==> config.mk <==
export PLATFORM = sky130hd
export DESIGN_NAME = load_store_align
export DESIGN_NICKNAME = d
export VERILOG_FILES = /design/src/rtl/load_store_align.sv
export SDC_FILE = /design/constraint.sdc
export NUM_CORES = 1
export LEC_CHECK = 0
export BUFFER_PORTS_ARGS = -buffer_cell sky130_fd_sc_hd__buf_2
export CAP_MARGIN = 20
export CORE_MARGIN = 3
export CORE_UTILIZATION = 54
export CTS_CLUSTER_DIAMETER = 200
export DETAILED_ROUTE_END_ITERATION = 8
export GPL_TIMING_DRIVEN = 0
export PLACE_DENSITY = 0.85
export SLEW_MARGIN = 20
export SYNTH_ARGS = -nofsm -noshare
export SYNTH_HDL_FRONTEND = slang
export SYNTH_SLANG_ARGS = --single-unit
==> constraint.sdc <==
create_clock -name clock -period 6.87 [get_ports clock]
set_clock_uncertainty 0.1 [all_clocks]
set_input_delay 0.3435 -clock clock [delete_from_list [all_inputs] [get_ports clock]]
set_output_delay 0.3435 -clock clock [all_outputs]
set_load 0.02 [all_outputs]
==> src/rtl/load_store_align.sv <==
// Load/store alignment unit: turns CPU byte/half/word loads and stores into
// accesses async_memory supports, splitting misaligned ones into sequences.
module load_store_align #(
  parameter bit ALLOW_UNALIGNED = 1'b1
) (
  input  logic        clock,
  input  logic        reset,
  input  logic [31:0] cpu_addr,
  input  logic [31:0] cpu_wdata,
  input  logic [1:0]  cpu_size,
  input  logic        cpu_signed,
  input  logic        cpu_re,
  input  logic        cpu_we,
  output logic [31:0] cpu_rdata,
  output logic        stall,
  output logic        fault,
  output logic [31:0] mem_addr,
  output logic [31:0] mem_wdata,
  output logic [1:0]  mem_size,
  output logic        mem_we,
  output logic        mem_re,
  input  logic [31:0] mem_rdata
);

  localparam int unsigned AW = 32;
  localparam int unsigned DW = 32;

  typedef enum logic [1:0] {
    IDLE   = 2'd0,
    LD_HI  = 2'd1,
    ST_SEQ = 2'd2
  } state_e;

  state_e        state_q, state_d;
  logic [1:0]    k_q, k_d;
  logic [DW-1:0] lo_q, lo_d;

  logic [1:0]    off;
  logic [4:0]    shamt;
  logic [AW-1:0] base;
  logic [2:0]    nbytes;
  logic [1:0]    last_k;
  logic [1:0]    pass_size;
  logic          crossing;
  logic          st_misaligned;
  logic          is_st;
  logic          is_ld;

  // Truncate a right-justified load to its size and sign/zero extend it.
  function automatic logic [DW-1:0] extend_load(input logic [DW-1:0] raw,
                                                input logic [1:0]    size,
                                                input logic          sgn);
    logic [DW-1:0] res;
    case (size)
      2'd0:    res = {{24{sgn & raw[7]}}, raw[7:0]};
      2'd1:    res = {{16{sgn & raw[15]}}, raw[15:0]};
      default: res = raw;
    endcase
    return res;
  endfunction

  // Request decode: offset, size in bytes, and alignment classification.
  always_comb begin
    off       = cpu_addr[1:0];
    shamt     = {off, 3'b000};
    base      = {cpu_addr[31:2], 2'b00};
    case (cpu_size)
      2'd0:    nbytes = 3'd1;
      2'd1:    nbytes = 3'd2;
      default: nbytes = 3'd4;
    endcase
    pass_size     = (cpu_size == 2'd2) ? 2'd3 : cpu_size;
    last_k        = 2'(nbytes - 3'd1);
    crossing      = (3'(off) + nbytes) > 3'd4;
    st_misaligned = (cpu_size == 2'd1) ? off[0] : (cpu_size[1] && (off != 2'd0));
    is_st         = cpu_we;
    is_ld         = cpu_re & ~cpu_we;
  end

  // Next state and combinational memory/CPU side outputs.
  always_comb begin
    state_d   = state_q;
    k_d       = k_q;
    lo_d      = lo_q;
    mem_addr  = cpu_addr;
    mem_wdata = cpu_wdata;
    mem_size  = pass_size;
    mem_we    = 1'b0;
    mem_re    = 1'b0;
    stall     = 1'b0;
    fault     = 1'b0;
    cpu_rdata = '0;

    case (state_q)
      IDLE: begin
        if (is_st) begin
          if (!st_misaligned) begin
            mem_we = 1'b1;
          end else if (ALLOW_UNALIGNED) begin
            // First byte of a split store goes out directly from IDLE.
            mem_size  = 2'd0;
            mem_wdata = {24'h0, cpu_wdata[7:0]};
            mem_we    = 1'b1;
            stall     = 1'b1;
            k_d       = 2'd1;
            state_d   = ST_SEQ;
          end else begin
            fault = 1'b1;
          end
        end else if (is_ld) begin
          if (!crossing) begin
            mem_re    = 1'b1;
            cpu_rdata = extend_load(mem_rdata >> shamt, cpu_size, cpu_signed);
          end else if (ALLOW_UNALIGNED) begin
            // Fetch the low word now, the high word in LD_HI.
            mem_addr = base;
            mem_size = 2'd3;
            mem_re   = 1'b1;
            stall    = 1'b1;
            lo_d     = mem_rdata;
            state_d  = LD_HI;
          end else begin
            fault = 1'b1;
          end
        end
      end

      LD_HI: begin
        mem_addr  = base + 32'd4;
        mem_size  = 2'd3;
        mem_re    = 1'b1;
        cpu_rdata = extend_load(32'({mem_rdata, lo_q} >> shamt), cpu_size, cpu_signed);
        state_d   = IDLE;
      end

      ST_SEQ: begin
        mem_addr  = cpu_addr + AW'(k_q);
        mem_size  = 2'd0;
        mem_wdata = {24'h0, cpu_wdata[{k_q, 3'b000} +: 8]};
        mem_we    = 1'b1;
        stall     = (k_q != last_k);
        if (k_q == last_k) begin
          k_d     = 2'd0;
          state_d = IDLE;
        end else begin
          k_d = k_q + 2'd1;
        end
      end

      default: begin
        state_d = IDLE;
        k_d     = 2'd0;
      end
    endcase

    // Reset silences the memory and CPU handshakes without waiting for a clock.
    if (!reset) begin
      mem_we    = 1'b0;
      mem_re    = 1'b0;
      stall     = 1'b0;
      fault     = 1'b0;
      cpu_rdata = '0;
    end
  end

  // State, store byte counter and low-word capture registers.
  always_ff @(posedge clock or negedge reset) begin
    if (!reset) begin
      state_q <= IDLE;
      k_q     <= 2'd0;
      lo_q    <= '0;
    end else begin
      state_q <= state_d;
      k_q     <= k_d;
      lo_q    <= lo_d;
    end
  end

endmodule
==> impl_metrics.tcl, run 1 <==
set metrics [dict create \
    run_status "complete, no violations" \
    grt_overflow_total 0 \
    clk-insertion-delay-late_ps 300 \
    wl_mm 17.8 \
    io_pins 205 \
    core_region_area_sq_um 8460 \
    async_reset_ff_share_pct 100 \
    reg2reg_path_depth 6 \
    grtUsageTotal_pct 33.6 \
    cts.path.max_buffers 2 \
    final_layout_size_suffix_gt1_share_pct 37.8 \
    tightest_slew_ps 1080 \
    placement_rows 33 \
    initial_core_util_pct 57.3 \
    layout.cells.most_common_list "buf_2, nand2_1, mux2i_1" \
    share_comb_of_total_power_pct 61.9 \
    die_area_sq_um 10200 \
    filler_cell_count 686 \
    fmax_ghz 0.250 \
    final_critical_path_setup_slack_ps 2880 \
    worst_ir_drop_vdd_uv 157 \
    dp.final_hpwl_mm 13.6 \
    rsz0062_at_grt "false" \
    post_cts_setup_buffer_count 0 \
    synth.cell_area_sq_um 4850 \
    grt_first_pass_wirelength_mm 27.1 \
    path_clk_slew_ps 80 \
    timing.setup.critical_path_class "primary input to output port" \
    die-width_um 101 \
    timing.critical_path.arrival_ps 3550 \
    largest_fanout_on_the_critical_path 37 \
    antennaDiodeCount 0 \
    numPortBuffers 201 \
    sequentialPowerShare_pct 27.4 \
    finalSetupViolCount 0 \
    grt_max_degree 38 \
    ys.flop_type "dfrtp_1" \
    powerDensity_nw_per_um2 247 \
    clockPowerShare_pct 10.7 \
    r2r_slack_ps 4840 \
    grt_pass1_vias 5451 \
    placement.cell_area_sq_um 5990 \
    synth_seq_area_share_pct 18.6 \
    fin_crit_ps 3990 \
    count_of_final_hold_check_violations 0 \
    route.antenna.remaining_nets 0 \
    synth-edff-count 0 \
    syn2layout_area_growth_pct 25.2 \
    cts.repair.resized 0 \
    detailedRoute.firstPassIterationCount 8 \
    synth_cell_types 67 \
    clock_tree.htree_level_count 2 \
    synth-seq-cells 36 \
    synth_nets 660 \
    gpl.final_weighted_congestion 0.967 \
    critPathRequiredTime_ps 6430 \
    cts_tree "done" \
    tritoncts.num_buffers 5 \
    number_of_antenna_violations_at_the_first_check_in_global_routing 0 \
    end_kind "output port" \
    cts_sinks 36 \
    clk_root_buffer_cell "clkbuf_8" \
    finish.utilization_pct 71.8 \
    holdWs_ps 55.8 \
    final_cell_area_sq_um 6070 \
    total_number_of_vias 5538 \
    power.static_leakage_nw 2.90 \
    slew_headroom_pct 27.7 \
    internal-power_uw 785 \
    final_net_count 868 \
    route.detailed.drc 0 \
    route.detailed.vias_per_inst 6.41 \
    postSynthAreaPerCell_sq_um 8.82 \
    mostFrequentLayoutCell "buf_2" \
    wl_per_cell_um 20.6 \
    netSwitchingPower_uw 715 \
    drt_iter0_markers 555 \
    tns_ps 0 \
    synth_cells 550 \
    p_total_mw 1.50 \
    max-cap-violations 0 \
    min_path_type "primary input to async pin" \
    place_ws_ps 2990 \
    worst_r2r_endpoint "lo_q[25]" \
    dp.cells 856 \
    crit-reg2reg-launch "state_q[0]" \
    cts_hold_repair.buffers 0 \
    slew_violations 0 \
    start_kind "primary input" \
    post-route-period-util_pct 58.1 \
    switching_share_pct 47.7 \
    synth-warning-count 0 \
    stdcell_count 864 \
    die_height_um 101 \
]
==> state kept, by name, summed over array words and instances, names as in the netlist <==
register	flops
lo_q	32
k_q	2
state_q	2
==> area by class of cell <==
cell class	instances	area (sq um)	share of cell area (%)
Buffer	43	239	3.93
Clock buffer	7	76.3	1.26
Clock inverter	1	8.76	0.144
Inverter	12	46.3	0.762
Multi-Input combinational cell	459	3660	60.3
Sequential cell	36	901	14.8
Tap cell	105	131	2.16
Timing Repair Buffer	201	1010	16.6
==> Yosys cell counts, types with 3 or more instances <==
| cell | count | share of area, % |
|---|---|---|
| a21oi_1 | 30 | 3.1 |
| a221o_1 | 7 | 1.4 |
| a22o_1 | 3 | 0.54 |
| a22oi_1 | 3 | 0.46 |
| and2_1 | 4 | 0.52 |
| and3_1 | 9 | 1.2 |
| buf_2 | 14 | 1.4 |
| buf_4 | 8 | 1.2 |
| buf_6 | 4 | 0.93 |
| clkbuf_1 | 15 | 1.2 |
| dfrtp_1 | 36 | 19 |
| ha_1 | 5 | 1.3 |
| inv_1 | 9 | 0.70 |
| mux2_1 | 33 | 7.7 |
| mux2_2 | 14 | 3.2 |
| mux2i_1 | 39 | 8.0 |
| mux4_2 | 22 | 10 |
| nand2_1 | 60 | 4.6 |
| nand2b_1 | 7 | 0.90 |
| nand3_1 | 11 | 1.1 |
| nand4_1 | 5 | 0.64 |
| nor2_1 | 34 | 2.6 |
| nor2b_1 | 29 | 3.7 |
| nor3_1 | 7 | 0.72 |
| o211ai_1 | 7 | 1.1 |
| o21a_1 | 8 | 1.2 |
| o21ai_0 | 15 | 1.5 |
| o21ai_1 | 9 | 0.93 |
| o221ai_1 | 14 | 2.5 |
| o22ai_1 | 8 | 1.0 |
| o2bb2ai_1 | 4 | 0.72 |
| xnor2_1 | 19 | 3.4 |
| xor2_1 | 14 | 2.5 |
==> per-layer routing <==
layer	track usage [%]	part of all wire, %	vias to the layer above	wire length, um
met4	13.8	3.3	0	587
met2	56.0	49	384	8680
met3	6.99	11	74	2000
met5	0	0	-	0
met1	42.3	37	2614	6500
li1	-	-	2466	-
==> cell families after synthesis <==
group	count (synthesis)	share of synthesized area (%)
simple gates	183	19.9
compound gates	126	18.0
mux	108	29.2
buf+inv	55	5.88
flops	36	18.6
xor+xnor	34	6.29
fa+ha+maj	7	2.12
other cells	1	0.0773
==> critical path, cell delays in order <==
cell	delay [ps]
buf_2	670
clkbuf_1	430
inv_1	250
o32ai_1	960
buf_2	430
nand3_1	110
o211ai_1	120
buf_2	200
==> worst max path at each step <==
stage,end,depth (start not counted),start,slack (ps)
2_1_floorplan,stall,14,cpu_size[1],3750
3_3_place_gp,cpu_rdata[21],8,reset,3000
3_5_place_dp,cpu_rdata[21],8,reset,2990
4_1_cts,cpu_rdata[21],8,reset,2970
5_1_grt,cpu_rdata[21],8,reset,2730
6_report,cpu_rdata[21],8,reset,2880
==> power by group through the flow <==
stage	Combinational, mW	Clock (mW)	Sequential (mW)
after floorplan	0.655	0	0.376
after global placement	0.896	0	0.398
after detailed placement	0.916	0	0.408
after CTS	0.920	0.159	0.404
after global routing	1.00	0.169	0.421
final	0.927	0.161	0.411
Note: power is estimated with default switching activity, not from simulation.
==> run 2: changes to the inputs <==
--- a/config.mk
+++ b/config.mk
@@ -5,14 +5,15 @@
 export SDC_FILE = /design/constraint.sdc
 export NUM_CORES = 1
 export LEC_CHECK = 0
+export ABC_AREA = 1
 export BUFFER_PORTS_ARGS = -buffer_cell sky130_fd_sc_hd__buf_2
 export CAP_MARGIN = 20
 export CORE_MARGIN = 3
-export CORE_UTILIZATION = 54
+export CORE_UTILIZATION = 52
 export CTS_CLUSTER_DIAMETER = 200
 export DETAILED_ROUTE_END_ITERATION = 8
 export GPL_TIMING_DRIVEN = 0
-export PLACE_DENSITY = 0.85
+export PLACE_DENSITY = 0.79
 export SLEW_MARGIN = 20
 export SYNTH_ARGS = -nofsm -noshare
 export SYNTH_HDL_FRONTEND = slang
==> constraint.sdc (replaced) <==
create_clock -name clock -period 4 [get_ports clock]
set_clock_uncertainty 0.1 [all_clocks]
set_input_delay 0.2 -clock clock [delete_from_list [all_inputs] [get_ports clock]]
set_output_delay 0.2 -clock clock [all_outputs]
set_load 0.02 [all_outputs]
==> impl_metrics.tcl, run 2 <==
set metrics [dict create \
    fin_crit_ps 3130 \
    leading_registers_by_flop_count "lo_q x32, k_q x2, state_q x2" \
    crit-reg2reg-launch "state_q[0]" \
    synth_cell_types 45 \
    timing.setup.critical_path_class "primary input to output port" \
    p_total_mw 3.17 \
    cp_slowest_stage_delay_ps 530 \
    synth_seq_area_share_pct 15.2 \
    finalSetupViolCount 0 \
    crit_path_cell_trace "buf_2, buf_4, inv_2, buf_6, clkbuf_1, fa_1, nand2_1, nand3_1, nand2_1, buf_2, o211ai_1, and3_1, buf_2" \
    final_layout_size_suffix_gt1_share_pct 23.3 \
    mostFrequentLayoutCell "nand2_1" \
    synth-warning-count 0 \
    timing.critical_path.arrival_ps 2830 \
    final_net_count 1410 \
    tns_ps 0 \
    wl_mm 24.6 \
    critPathRequiredTime_ps 3700 \
    tightest_slew_ps 1010 \
    max-cap-violations 0 \
    dp.cells 1432 \
    die-width_um 113 \
    async_reset_ff_share_pct 100 \
    tritoncts.num_buffers 5 \
    critPathLaunch "cpu_addr[1]" \
    grt_first_pass_wirelength_mm 38.1 \
    synth-seq-cells 36 \
    route.detailed.drc 0 \
    area_of_the_multi_input_gates_sq_um 4110 \
    number_of_antenna_violations_at_the_first_check_in_global_routing 0 \
    min_path_type "primary input to flop" \
    slew_violations 0 \
    ys_top_cells_by_count "nand2_1, nand3_1, inv_1" \
    power.static_leakage_nw 3.91 \
    route.antenna.remaining_nets 0 \
    number_of_flip_flops_in_the_largest_register 32 \
    numPortBuffers 203 \
    post-synth-top-count-cell "nand2_1" \
    syn2layout_area_growth_pct 22.9 \
    grt_pass1_vias 7486 \
    post-synth-top-area-cell "nand2_1" \
    synth-edff-count 0 \
    synth_nets 1199 \
    drt_iter0_markers 1181 \
    seq_area_sq_um 901 \
    placement_rows 38 \
    stdcell_count 1441 \
    slowest_stage "clkbuf_1" \
    slew_headroom_pct 33.0 \
    total_number_of_vias 8399 \
    grt_overflow_total 0 \
    detailedRoute.firstPassIterationCount 6 \
    post_cts_setup_buffer_count 0 \
    route.detailed.vias_per_inst 5.83 \
    layout.cells.most_common_list "nand2_1, buf_2, nand3_1" \
    cts.path.max_buffers 2 \
    dp.final_hpwl_mm 19.2 \
    max_flop_register "lo_q" \
    hp-start "mem_rdata[19]" \
    worst_ir_drop_vdd_uv 287 \
    wl_per_cell_um 17.0 \
    ys.flop_type "dfrtp_1" \
    io_pins 205 \
    clock_tree.htree_level_count 2 \
    count_of_final_hold_check_violations 0 \
    start_kind "primary input" \
    largest_fanout_on_the_critical_path 10 \
    cts_tree "done" \
    end_kind "output port" \
    cts_sinks 36 \
    post-route-period-util_pct 78.2 \
    grtUsageTotal_pct 37.1 \
    run_status "complete, no violations" \
    gpl.final_weighted_congestion 1.00 \
    path_clk_slew_ps 60 \
    rsz0062_at_grt "false" \
    grt_max_degree 42 \
    antennaDiodeCount 0 \
    die_height_um 113 \
    crit_path_frequent_cell "buf_2" \
    postSynthAreaPerCell_sq_um 5.43 \
    clk-insertion-delay-late_ps 290 \
    powerDensity_nw_per_um2 437 \
    synth.cell_area_sq_um 5910 \
    filler_cell_count 1149 \
    synth_top_cell_area_share_pct 19.9 \
    synth.top_cells.by_area "nand2_1, dfrtp_1, nand3_1, o21ai_0, inv_1" \
    core_region_area_sq_um 11000 \
    synth_cells 1089 \
    initial_core_util_pct 53.8 \
    clk_root_buffer_cell "clkbuf_16" \
    fmax_ghz 0.320 \
    die_area_sq_um 12700 \
]
-- run 2: changes by cell type after synthesis, sizes merged, moves of 12 or more --
cell and delta:
nor2b -29, mux2 -47, nand3 +119, nand2 +260, inv +124, xor2 -12, a21oi +51, buf +21
o211ai +13, o21ai +117, xnor2 -16, nor2 +67, mux2i -39, mux4 -22
-- run 2: per-layer routing --
metal	up-vias	global-route usage (%)	routed length (um)
li1	4000	-	-
met1	3678	48.1	9550
met2	617	59.8	11000
met3	104	5.88	2710
met4	0	18.8	1340
met5	-	0	0
-- run 2: critical path: cells and delay by family --
kind | cells | cell delay (ps)
compound gates | 1 | 130
buf+inv | 7 | 1490
simple gates | 4 | 510
fa+ha+maj | 1 | 500
-- run 2: kinds of logic (layout without fill, tap and decap cells) --
| family | Yosys count | after routing | synth area share, % |
|---|---|---|---|
| other | 1 | 1 | 0.0635 |
| xor gates and xnor gates | 6 | 6 | 0.889 |
| adders and majority gates | 7 | 7 | 1.74 |
| buffers and inverters | 199 | 411 | 15.3 |
| AOI/OAI and AO/OA | 263 | 263 | 25.3 |
| DFF | 36 | 36 | 15.2 |
| and+or+nand+nor | 577 | 577 | 41.5 |
-- run 2: path summary, 6_finish.rpt --
check / endpoint / slack (ps) / depth (start not counted)
max: cpu_rdata[3] / 870 / 13
min: lo_q[19] / 40 / 3
max reg2reg: lo_q[1] / 2190 / 9
min reg2reg: lo_q[3] / 380 / 2
max in group asynchronous: lo_q[7] / 2650 / 2
min in group asynchronous: lo_q[4] / 520 / 2
-- run 2: layout make-up --
cell class | count | share of cell area [%]
Buffer | 62 | 5.26
Multi-Input combinational cell | 854 | 56.5
Timing Repair Buffer | 204 | 14.1
Inverter | 137 | 7.19
Clock inverter | 1 | 0.103
Tap cell | 140 | 2.41
Clock buffer | 7 | 1.96
Sequential cell | 36 | 12.4
-- run 2: per-stage QoR --
step	cell area [sq um]	worst slack, ps	hold slack (ps)	utilization [%]
4_1_cts	7260	887	38.3	66.1
6_report	7260	871	36.6	66.1
5_1_grt	7260	790	74.2	66.1
2_1_floorplan	5910	1480	-196	-
3_5_place_dp	7100	893	302	64.7
3_3_place_gp	7100	970	290	64.7
-- run 2: timing repair --
item / in CTS / in global routing
hold buffers: 1 / 0
resized for setup: 0 / 0
endpoints found under the hold margin: 7 / 0
-- run 2: where the power goes --
group          leakage, nW  internal [mW]  switching (mW)
Sequential           0.455          0.541           0.132
Combinational         3.38          0.677            1.41
Clock               0.0701          0.249           0.169
